### config.mk
export PLATFORM = sky130hd
export DESIGN_NAME = clause_evaluator
export DESIGN_NICKNAME = d
export VERILOG_FILES = /design/src/rtl/clause_evaluator.sv
export SDC_FILE = /design/constraint.sdc
export NUM_CORES = 1
export LEC_CHECK = 0
export ABC_AREA = 1
export ABC_CLOCK_PERIOD_IN_PS = 5300
export BUFFER_PORTS_ARGS = -buffer_cell sky130_fd_sc_hd__buf_2
export CAP_MARGIN = 25
export CELL_PAD_IN_SITES_DETAIL_PLACEMENT = 0
export CELL_PAD_IN_SITES_GLOBAL_PLACEMENT = 2
export CORE_ASPECT_RATIO = 1.2
export CORE_UTILIZATION = 28
export DETAILED_ROUTE_END_ITERATION = 6
export GPL_TIMING_DRIVEN = 0
export PLACE_DENSITY = 0.82
export SKIP_CTS_REPAIR_TIMING = 1
export SLEW_MARGIN = 10
export SYNTH_ARGS = -nofsm -noshare
export SYNTH_HDL_FRONTEND = slang
export SYNTH_SLANG_ARGS = --single-unit
### constraint.sdc
create_clock -name clock -period 5.3 [get_ports clock]
set_clock_uncertainty 0.15 [all_clocks]
set_input_delay 0.795 -clock clock [delete_from_list [all_inputs] [get_ports clock]]
set_output_delay 0.795 -clock clock [all_outputs]
set_load 0.1 [all_outputs]
### src/rtl/clause_evaluator.sv
// ============================================================================
// Module      : clause_evaluator
// Description : BCP scan engine. Walks clauses 0..num_clauses-1 from the clause
//               database, classifies each one against the current assignment
//               as SAT / UNIT / CONFLICT / UNRESOLVED, emits implied literals
//               over a valid/ready handshake and reports the first conflict.
//               Optional per-class statistics counters are enabled by defining
//               CLAUSE_EVAL_STATS_EN.
// Revision    : 1.0 - initial release
// ============================================================================
`default_nettype none

module clause_evaluator #(
    parameter int VAR_PER_CLAUSE   = 5,
    parameter int MAX_VARS         = 32,
    parameter int MAX_VARS_BITS    = 5,
    parameter int MAX_CLAUSES_BITS = 8
) (
    input  logic                                    clock,
    input  logic                                    reset,
    input  logic                                    start,
    input  logic [MAX_CLAUSES_BITS:0]               num_clauses,
    input  logic [MAX_VARS-1:0]                     assign_valid,
    input  logic [MAX_VARS-1:0]                     assign_val,
    output logic                                    db_read,
    output logic [MAX_CLAUSES_BITS-1:0]             db_index,
    input  logic [VAR_PER_CLAUSE-1:0]               db_mask,
    input  logic [VAR_PER_CLAUSE-1:0]               db_pole,
    input  logic [VAR_PER_CLAUSE*MAX_VARS_BITS-1:0] db_var,
    input  logic                                    db_error,
    output logic                                    busy,
    output logic                                    done,
    output logic                                    conflict,
    output logic [MAX_CLAUSES_BITS-1:0]             conflict_idx,
    output logic                                    error,
    output logic                                    unit_valid,
    output logic [MAX_VARS_BITS-1:0]                unit_var,
    output logic                                    unit_val,
    input  logic                                    unit_ready
`ifdef CLAUSE_EVAL_STATS_EN
    ,
    output logic [MAX_CLAUSES_BITS:0]               stat_sat,
    output logic [MAX_CLAUSES_BITS:0]               stat_unit,
    output logic [MAX_CLAUSES_BITS:0]               stat_unres
`endif
);

    // Clause count width (one bit wider than an index so a full table fits).
    localparam int c_cnt_w  = MAX_CLAUSES_BITS + 1;
    // Width needed to count unassigned lanes 0..VAR_PER_CLAUSE.
    localparam int c_lane_w = $clog2(VAR_PER_CLAUSE + 1);

    localparam logic [c_lane_w-1:0] c_lane_zero = '0;
    localparam logic [c_lane_w-1:0] c_lane_one  = {{(c_lane_w-1){1'b0}}, 1'b1};
    localparam logic [c_cnt_w-1:0]  c_cnt_one   = {{(c_cnt_w-1){1'b0}}, 1'b1};
    localparam logic [MAX_CLAUSES_BITS-1:0] c_idx_one = {{(MAX_CLAUSES_BITS-1){1'b0}}, 1'b1};

    typedef enum logic [2:0] {
        S_IDLE     = 3'd0,
        S_READ     = 3'd1,
        S_EVAL     = 3'd2,
        S_UNIT_OUT = 3'd3,
        S_NEXT     = 3'd4,
        S_FIN      = 3'd5
    } state_t;

    state_t                              r_state;
    state_t                              w_state_next;

    logic [MAX_CLAUSES_BITS-1:0]         r_idx;
    logic [c_cnt_w-1:0]                  r_num_clauses;
    logic [VAR_PER_CLAUSE-1:0]           r_mask;
    logic [VAR_PER_CLAUSE-1:0]           r_pole;
    logic [VAR_PER_CLAUSE*MAX_VARS_BITS-1:0] r_var;
    logic                                r_db_err;
    logic                                r_conflict;
    logic [MAX_CLAUSES_BITS-1:0]         r_conflict_idx;
    logic                                r_error;
    logic [MAX_VARS_BITS-1:0]            r_unit_var;
    logic                                r_unit_val;

    logic [VAR_PER_CLAUSE-1:0]           w_lane_true;
    logic [VAR_PER_CLAUSE-1:0]           w_lane_unasgn;
    logic [c_lane_w-1:0]                 w_unasgn_cnt;
    logic [MAX_VARS_BITS-1:0]            w_unit_var;
    logic                                w_unit_val;
    logic                                w_is_sat;
    logic                                w_is_conflict;
    logic                                w_is_unit;
    logic                                w_is_unres;
    logic [c_cnt_w-1:0]                  w_last_idx;
    logic                                w_is_last;
    logic                                w_start_ok;

    // ------------------------------------------------------------------
    // Per-lane literal status against the live assignment vectors
    // ------------------------------------------------------------------
    generate
        for (genvar g = 0; g < VAR_PER_CLAUSE; g++) begin : g_lane
            logic [MAX_VARS_BITS-1:0] w_var;
            assign w_var            = r_var[g*MAX_VARS_BITS +: MAX_VARS_BITS];
            assign w_lane_true[g]   = r_mask[g] && assign_valid[w_var]
                                      && (assign_val[w_var] == r_pole[g]);
            assign w_lane_unasgn[g] = r_mask[g] && !assign_valid[w_var];
        end
    endgenerate

    // Count unassigned lanes and pick the literal of the (single) unassigned one
    always_comb begin
        w_unasgn_cnt = c_lane_zero;
        w_unit_var   = '0;
        w_unit_val   = 1'b0;
        for (int i = 0; i < VAR_PER_CLAUSE; i++) begin
            if (w_lane_unasgn[i]) begin
                w_unasgn_cnt = w_unasgn_cnt + c_lane_one;
                w_unit_var   = r_var[i*MAX_VARS_BITS +: MAX_VARS_BITS];
                w_unit_val   = r_pole[i];
            end
        end
    end

    // Classification: SAT dominates, then CONFLICT (nothing left open),
    // then UNIT (exactly one open lane), otherwise UNRESOLVED.
    assign w_is_sat      = |w_lane_true;
    assign w_is_conflict = !w_is_sat && (w_unasgn_cnt == c_lane_zero);
    assign w_is_unit     = !w_is_sat && (w_unasgn_cnt == c_lane_one);
    assign w_is_unres    = !w_is_sat && !w_is_conflict && !w_is_unit;

    // Full-width compare so counts above the index range never match early.
    assign w_last_idx = r_num_clauses - c_cnt_one;
    assign w_is_last  = ({1'b0, r_idx} == w_last_idx);

    assign w_start_ok = (r_state == S_IDLE) && start;

    // FSM state register
    always_ff @(posedge clock) begin
        if (reset) begin
            r_state <= S_IDLE;
        end else begin
            r_state <= w_state_next;
        end
    end

    // Next-state logic and state-decoded outputs
    always_comb begin
        w_state_next = r_state;
        busy         = 1'b1;
        done         = 1'b0;
        db_read      = 1'b0;
        db_index     = '0;
        unit_valid   = 1'b0;
        case (r_state)
            S_IDLE: begin
                busy = 1'b0;
                if (start) begin
                    w_state_next = (num_clauses == '0) ? S_FIN : S_READ;
                end
            end
            S_READ: begin
                db_read      = 1'b1;
                db_index     = r_idx;
                w_state_next = S_EVAL;
            end
            S_EVAL: begin
                if (r_db_err || w_is_conflict) begin
                    w_state_next = S_FIN;
                end else if (w_is_unit) begin
                    w_state_next = S_UNIT_OUT;
                end else begin
                    w_state_next = S_NEXT;
                end
            end
            S_UNIT_OUT: begin
                unit_valid = 1'b1;
                if (unit_ready) begin
                    w_state_next = S_NEXT;
                end
            end
            S_NEXT: begin
                w_state_next = w_is_last ? S_FIN : S_READ;
            end
            S_FIN: begin
                done         = 1'b1;
                w_state_next = S_IDLE;
            end
            default: begin
                w_state_next = S_IDLE;
            end
        endcase
    end

    // Scan datapath: clause latch, index walk, result and implied-literal registers
    always_ff @(posedge clock) begin
        if (reset) begin
            r_idx          <= '0;
            r_num_clauses  <= '0;
            r_mask         <= '0;
            r_pole         <= '0;
            r_var          <= '0;
            r_db_err       <= 1'b0;
            r_conflict     <= 1'b0;
            r_conflict_idx <= '0;
            r_error        <= 1'b0;
            r_unit_var     <= '0;
            r_unit_val     <= 1'b0;
        end else begin
            case (r_state)
                S_IDLE: begin
                    if (start) begin
                        r_num_clauses  <= num_clauses;
                        r_idx          <= '0;
                        r_conflict     <= 1'b0;
                        r_conflict_idx <= '0;
                        r_error        <= 1'b0;
                    end
                end
                S_READ: begin
                    r_mask   <= db_mask;
                    r_pole   <= db_pole;
                    r_var    <= db_var;
                    r_db_err <= db_error;
                end
                S_EVAL: begin
                    if (r_db_err) begin
                        r_error <= 1'b1;
                    end else if (w_is_conflict) begin
                        r_conflict     <= 1'b1;
                        r_conflict_idx <= r_idx;
                    end else if (w_is_unit) begin
                        r_unit_var <= w_unit_var;
                        r_unit_val <= w_unit_val;
                    end
                end
                S_NEXT: begin
                    if (!w_is_last) begin
                        r_idx <= r_idx + c_idx_one;
                    end
                end
                default: begin
                end
            endcase
        end
    end

    assign conflict     = r_conflict;
    assign conflict_idx = r_conflict_idx;
    assign error        = r_error;
    assign unit_var     = r_unit_var;
    assign unit_val     = r_unit_val;

`ifdef CLAUSE_EVAL_STATS_EN
    logic [c_cnt_w-1:0] r_stat_sat;
    logic [c_cnt_w-1:0] r_stat_unit;
    logic [c_cnt_w-1:0] r_stat_unres;
    logic               w_classify;

    // A clause is classified only when its read did not report an error.
    assign w_classify = (r_state == S_EVAL) && !r_db_err;

    // Saturating per-class counters, cleared on reset and on an accepted start
    always_ff @(posedge clock) begin
        if (reset || w_start_ok) begin
            r_stat_sat   <= '0;
            r_stat_unit  <= '0;
            r_stat_unres <= '0;
        end else if (w_classify) begin
            if (w_is_sat && (r_stat_sat != '1)) begin
                r_stat_sat <= r_stat_sat + c_cnt_one;
            end
            if (w_is_unit && (r_stat_unit != '1)) begin
                r_stat_unit <= r_stat_unit + c_cnt_one;
            end
            if (w_is_unres && (r_stat_unres != '1)) begin
                r_stat_unres <= r_stat_unres + c_cnt_one;
            end
        end
    end

    assign stat_sat   = r_stat_sat;
    assign stat_unit  = r_stat_unit;
    assign stat_unres = r_stat_unres;
`else
    // Without statistics, these decodes have no consumer.
    logic w_unused;
    assign w_unused = w_start_ok ^ w_is_unres;
`endif

endmodule

`default_nettype wire

==> metrics.md, run 1 <==
| Metric | Value |
|---|---|
| Register bit total from synthesis | 72 |
| Most frequent cells in the layout | nand2_1 (390), nand3_1 (287), buf_2 (176) |
| Placeable core region | ~0.024 mm2 |
| Average cell area after synthesis | about 5.5 um2 |
| Total Neg Setup Slack | 0 ns |
| Final hold violation count | 0 |
| Part of the total power dissipated in the clock network | 0.135 |
| Die boundary height | 173.0 um |
| Final-report setup violation count | 0 |
| ANT nets after route | 0 |
| Slew at the pin with the worst max-slew slack | 0.7510 ns |
| Row Count | 62 |
| Total of warnings raised by yosys | 0 |
| Type of the worst setup path | flop to flop |
| Share of layout cells above drive strength 1 | 0.1687 |
| Global-route total usage across every layer | 0.2620 |
| Number of buffers inserted during clock tree synthesis | 9 |
| Kind of launch point of the worst setup path | flop |
| Clock sink total | 72 |
| Depth of the most critical reg-to-reg path | 24 |
| Slowest cell on the critical path | clkinv_1 |
| Critical path capture point type | flop |
| Sw Ratio | 0.5659 |
| Data arrival at the endpoint of the critical path | a little under 5 ns |
| Maximum achievable frequency | 209.3 MHz |
| Logic depth of the worst path, buffers included | 24 |
| Clock slew at reported path FFs | 0.07 ns |
| Post-route core utilization | 0.3439 |
| Top-Level Pins | 141 |
| Weighted congestion at the end of routability-driven global placement | 0.9488 |
| Family with the most delay on the worst path | simple AND/OR/NAND/NOR gates |
| Hold Crit Class | flop to flop |
| Source-to-sink clock delay at the later pin of the worst-skew pair | 0.34 ns |
| Post-Syn Area | 0.006827 mm2 |
| VDD IR max | 0.0002501 V |
| Reported net switching power | 0.002727 W |
| Pin count of the biggest net entering global routing | 15 |
| Final critical path time including I/O delays and setup | 4.778 ns |
| Clock H-tree levels | 3 |
| Number of port buffers | 140 |
| Horizontal extent of the die | ~140 um |
| Comb pwr share | 0.695 |
| Required time worst endpoint | 5.41 ns |
| Aggregate global routing overflow | 0 |
| Number of DRC violations after detailed-routing iteration 0 | a little under 700 |
| Detailed-router iteration count before antenna repair | 5 |
| TritonCTS clock tree | built |
| Most common cell after layout, fill and taps aside | nand2_1 |
| Sequential share of power | 0.170 |
| Vias in the first global route | 8281 |
| Starting Density | 0.2848 |
| First-pass GRT wire length | a little under 50000 um |
| Buffering stage count on the worst path with inverters included | 4 |
| HPWL after DPL | 25710 um |
| Clock buffer depth | 2 |
| Pre-CTS worst setup slack | ~0.47 ns |
| Via-to-Cell Ratio | 5.197 |
| Crit share post-route | 0.9015 |
| Number of slew-limit violations in the final report | 0 |
| Diodes inserted | 0 |
| Depth of the worst hold-timing path | 2 |
| Instance count of the mapped netlist | 1231 |
| Leakage component of the power | 3.874 nW |
| Post-synthesis sequential area ratio | 0.2111 |
| Library cell appearing most often on the critical path | nand2_1 |
| Maximum Capacitance Violations | 0 |
| Power density normalized to cell area | 584.5 mW/mm2 |
| Signed area change from the synthesized netlist to the final layout | 20.77% |
| Cell breakdown of the critical path | buf_2 -> clkinv_1 -> nand3_1 -> nand2_1 -> nand2_1 -> nand3_1 -> a21oi_2 -> ha_1 -> inv_1 -> nand3_1 -> nand2_1 -> ha_1 -> or2_0 -> and2_1 -> ha_1 -> nand3_1 -> nand3_1 -> nand2_1 -> nand2_1 -> nor2_4 -> nand3_4 -> inv_2 -> nand2_1 -> a21oi_1 |
| # nets final | 1501 |
| Detailed-route via count | 8871 |
| Setup repair after global routing missed its margin | no |
| Overall power after layout | 0.004819 W |
| Post-Syn Nets | 1350 |
| Outcome | completed |
| Count of cell types in the netlist | 40 |
| Highest cell delay on the worst timing path | 0.45 ns |
| Detailed Route WL | 32690 um |
| Die ar. | 0.02501 mm2 |
| Critical-path maximum fanout | 10 |
| Cell internal power dissipation | 0.002092 W |
| Clk root buf | clkbuf_16 |
| Fin worst setup slack | 0.5219 ns |
| DRC | 0 |
| Antenna violations before repair | 0 |
| Wirelength per Cell | roughly 19 um |
| Worst slew slack as a fraction of its limit | 0.4960 |
-- power by group through the flow --
stage	Sequential (W)	Clock, W	Combinational [W]
3_5_place_dp	0.000828	0	0.00330
4_1_cts	0.000817	0.000662	0.00331
2_1_floorplan	0.000822	0	0.00235
6_report	0.000821	0.000650	0.00335
5_1_grt	0.000838	0.000686	0.00371
3_3_place_gp	0.000826	0	0.00330
-- Yosys cell counts (all sizes together) --
| library cell | count | area share |
|---|---|---|
| clkbuf | 21 | 0.012 |
| and2 | 1 | 0.00092 |
| o211ai | 15 | 0.017 |
| o22ai | 3 | 0.0027 |
| inv | 100 | 0.056 |
| dfxtp | 72 | 0.21 |
| nor2 | 47 | 0.028 |
| a21oi | 91 | 0.067 |
| nand2 | 397 | 0.22 |
| or2 | 2 | 0.0018 |
| nor3b | 2 | 0.0022 |
| o21ai | 88 | 0.065 |
| nand3b | 2 | 0.0022 |
| nand3 | 289 | 0.21 |
| nand4 | 3 | 0.0037 |
| ha | 6 | 0.011 |
| xnor2 | 3 | 0.0038 |
| a31oi | 2 | 0.0018 |
| nor4 | 3 | 0.0027 |
| buf | 53 | 0.048 |
| clkinv | 6 | 0.0033 |
| a211oi | 1 | 0.0011 |
| nor3 | 13 | 0.0095 |
| xor2 | 11 | 0.014 |
-- registers in the layout, summed over array words and instances, names as in the netlist --
signal and flops:
r_var 25, conflict 1, error 1, unit_var 5
r_state 3, r_idx 8, unit_val 1, conflict_idx 8
r_db_err 1, r_mask 5, r_num_clauses 9, r_pole 5
-- logic make-up after synthesis --
group | synth area share
AO/OA/AOI/OAI | 0.1547
flip-flops | 0.2111
adder cells (fa/ha/maj) | 0.01100
XOR/XNOR | 0.01796
buffers and inverters | 0.1184
AND/OR/NAND/NOR | 0.4868
-- tightest hold or removal path: stages (launching register included) --
cell     delay, ns
dfxtp_1       0.31
nand2_1       0.06
a21oi_1       0.05
-- stage by stage --
step	std cells	hold WS, ns	instance area [um2]
after floorplan	1231	0.2946	6832
after global placement	1691	0.2983	7933
after detailed placement	1691	0.3031	7933
after CTS	1707	0.3197	8244
after global routing	1707	0.3287	8244
final	1707	0.3166	8244
-- layer usage --
layer,part of all wire,wire length [um],track usage
met1,0.41,13360,0.3224
met3,0.067,2174,0.03406
met5,0,0,0
met2,0.48,15820,0.4517
met4,0.041,1336,0.1083
-- final cells by class --
class	instances	area [um2]
tap	320	400.4
buffer	74	405.4
multi-input combinational	979	4582
clock inverter	6	72.57
timing repair buffer	140	700.7
fill	2725	15730
sequential	72	1441
clock buffer	10	239.0
inverter	106	402.9
-- path summary, 6_finish.rpt --
path,endpoint,slack [ns],from
worst max-delay path,unit_var[1],0.52,r_var[2]
worst min-delay path,conflict_idx[6],0.32,conflict_idx[6]
worst max register to register,unit_var[1],0.52,r_var[2]
worst min register to register,conflict_idx[6],0.32,conflict_idx[6]
Power figures use the tool's default switching activity.
==> run 2, diff against run 1 <==
Settings changed: CORE_MARGIN set to 2, PLACE_DENSITY 0.82 to unset, PLACE_DENSITY_LB_ADDON set to 0.12.
==> metrics.md, run 2 (synthesis results as in run 1) <==
| Metric | Value |
|---|---|
| Outcome | completed |
| Number of flip-flops in the largest register | 25 (unchanged) |
| Clock sink total | 72 (unchanged) |
| Die boundary height | 175.0 um (+1.2%) |
| Row Count | 62 (unchanged) |
| Clock buffer depth | 2 (unchanged) |
| Global-route total usage across every layer | 0.2616 (-0.0003546) |
| Critical path capture point type | flop |
| Top-Level Pins | 141 (unchanged) |
| Detailed-route via count | 8786 (-0.96%) |
| Power density normalized to cell area | 589.5 mW/mm2 (+0.86%) |
| Clock H-tree levels | 3 (unchanged) |
| Share of layout cells above drive strength 1 | 0.1673 (-0.001442) |
| Horizontal extent of the die | 146.5 um (+1.4%) |
| First-pass GRT wire length | 50960 um (+4.3%) |
| Amount of wire on met2 after detailed routing | 17010 um (+7.5%) |
| Final-report setup violation count | 0 (unchanged) |
| Hold Crit Class | flop to flop |
| Wirelength per Cell | 19.88 um (+3.8%) |
| Most flops, register | r_var |
| Maximum achievable frequency | 206.5 MHz (-1.3%) |
| ANT nets after route | 0 (unchanged) |
| Vias in the first global route | 8555 (+3.3%) |
| Setup repair after global routing missed its margin | no |
| Most common cell after layout, fill and taps aside | nand2_1 |
| DRC | 0 (unchanged) |
| Total Neg Setup Slack | 0 ns (unchanged) |
| Starting Density | 0.2848 (unchanged) |
| Pin count of the biggest net entering global routing | 13 (-2) |
| TritonCTS clock tree | built |
| Detailed-router iteration count before antenna repair | 5 (unchanged) |
| Required time worst endpoint | 5.42 ns (about the same) |
| Source-to-sink clock delay at the later pin of the worst-skew pair | 0.34 ns (about the same) |
| Die ar. | 0.02565 mm2 (+2.6%) |
| Clock slew at reported path FFs | 0.06 ns (about the same) |
| Final critical path time including I/O delays and setup | 4.843 ns (+0.06538 ns) |
| Critical-path maximum fanout | 10 (unchanged) |
| Clk root buf | clkbuf_16 |
| Cell breakdown of the critical path | buf_2 -> clkinv_1 -> nand3_1 -> nand2_1 -> nand2_1 -> nand3_1 -> a21oi_2 -> ha_1 -> inv_1 -> nand3_1 -> nand2_1 -> ha_1 -> or2_0 -> and2_1 -> ha_1 -> nand3_1 -> nand3_1 -> nand2_1 -> nand2_1 -> nor2_4 -> nand3_4 -> inv_2 -> nand2_1 -> a21oi_1 |
| Number of buffers inserted during clock tree synthesis | 9 (unchanged) |
| Pre-CTS worst setup slack | 0.3451 ns (-0.1238 ns) |
| Kind of launch point of the worst setup path | flop |
| Met3 layer wire length in the routed design | 1739 um (-20%) |
| Antenna violations before repair | 3 (+3) |
| Fin worst setup slack | 0.4566 ns (-0.06538 ns) |
| Aggregate global routing overflow | 0 (unchanged) |
| Data arrival at the endpoint of the critical path | 4.96 ns (+0.07 ns) |
| Number of port buffers | 140 (unchanged) |
| Via-to-Cell Ratio | 5.141 (-1.1%) |
| VDD IR max | 0.0002860 V (+14%) |
| Type of the worst setup path | flop to flop |
| Top Registers | r_var x25, r_num_clauses x9 |
| Slowest cell on the critical path | clkinv_1 |
| Placeable core region | 0.02397 mm2 (unchanged) |
| Number of slew-limit violations in the final report | 0 (unchanged) |
| Number of DRC violations after detailed-routing iteration 0 | 550 (-19%) |
| Highest cell delay on the worst timing path | 0.44 ns (about the same) |
| Weighted congestion at the end of routability-driven global placement | 0.9255 (-2.5%) |
| Final hold violation count | 0 (unchanged) |
| Slew at the pin with the worst max-slew slack | 0.7244 ns (-0.02666 ns) |
| # nets final | 1501 (unchanged) |
| Most frequent cells in the layout | nand2_1 (390), nand3_1 (287), buf_2 (176) |
| HPWL after DPL | 27210 um (+5.8%) |
| Crit share post-route | 0.9139 (+0.01234) |
| Detailed Route WL | 33970 um (+3.9%) |
| Signed area change from the synthesized netlist to the final layout | 20.88% (about the same) |
| Metal1 wirelength | 13400 um (+0.30%) |
| Highest signal layer in the routed design | met5 |
| Leakage component of the power | 3.874 nW (about the same) |
| Library cell appearing most often on the critical path | nand2_1 |
| Maximum Capacitance Violations | 0 (unchanged) |
| Worst slew slack as a fraction of its limit | 0.5138 (+0.01789) |
-- run 2: cell types whose count changed in the layout (fill, tap and decap cells not counted) --
cell,change
clkinv_2,+1
diode_2,+2
inv_6,-3
bufinv_16,+1
clkbuf_8,-1
clkbuf_1,+2
-- run 2: power by group --
group	switching [W]	internal, W	leakage, nW
Clock	0.000253	0.000413	0.150
Combinational	0.00237	0.00101	3.13
Sequential	0.000124	0.000697	0.590
-- run 2: critical path, delay by kind of cell, from the launching register on --
kind / cells / cell delay, ns
fa+ha+maj: 3 / 0.75
simple gates: 15 / 2.06
compound gates: 2 / 0.56
flops: 1 / 0.30
buf+inv: 4 / 0.94
-- run 2: layer usage --
metal	global-route usage	up-vias
met4	0.1311	2
li1	-	4390
met1	0.2977	4010
met2	0.4784	299
met5	0	-
met3	0.03420	85
-- run 2: metrics by stage --
step           area (um2)  hold slack [ns]  total power (W)  instances  utilization
2_1_floorplan        6832           0.2946         0.003168       1231            -
3_5_place_dp         7933           0.3015         0.004181       1691       0.3309
6_report             8252           0.3119         0.004864       1709       0.3442
4_1_cts              8247           0.3144         0.004860       1707       0.3440
3_3_place_gp         7933           0.2994         0.004180       1691       0.3309
5_1_grt              8249           0.3378         0.005279       1708       0.3441
-- run 2: layout make-up --
| class | count | area [um2] |
|---|---|---|
| well taps | 320 | 400.4 |
| diodes | 2 | 5.005 |
| inverters | 106 | 402.9 |
| flip-flops and latches | 72 | 1441 |
| multi-input cells | 979 | 4582 |
| clock buffers | 11 | 232.7 |
| repair buffers | 140 | 700.7 |
| fillers | 2804 | 15720 |
| clock inverters | 5 | 81.33 |
| plain buffers | 74 | 405.4 |
-- run 2: path summary, 6_finish.rpt --
kind | startpoint | to | slack, ns | depth (start not counted)
worst max register to register | r_var[2] | unit_var[0] | 0.46 | 24
worst min-delay path | conflict_idx[6] | conflict_idx[6] | 0.31 | 2
worst min register to register | conflict_idx[6] | conflict_idx[6] | 0.31 | 2
worst max-delay path | r_var[2] | unit_var[0] | 0.46 | 24
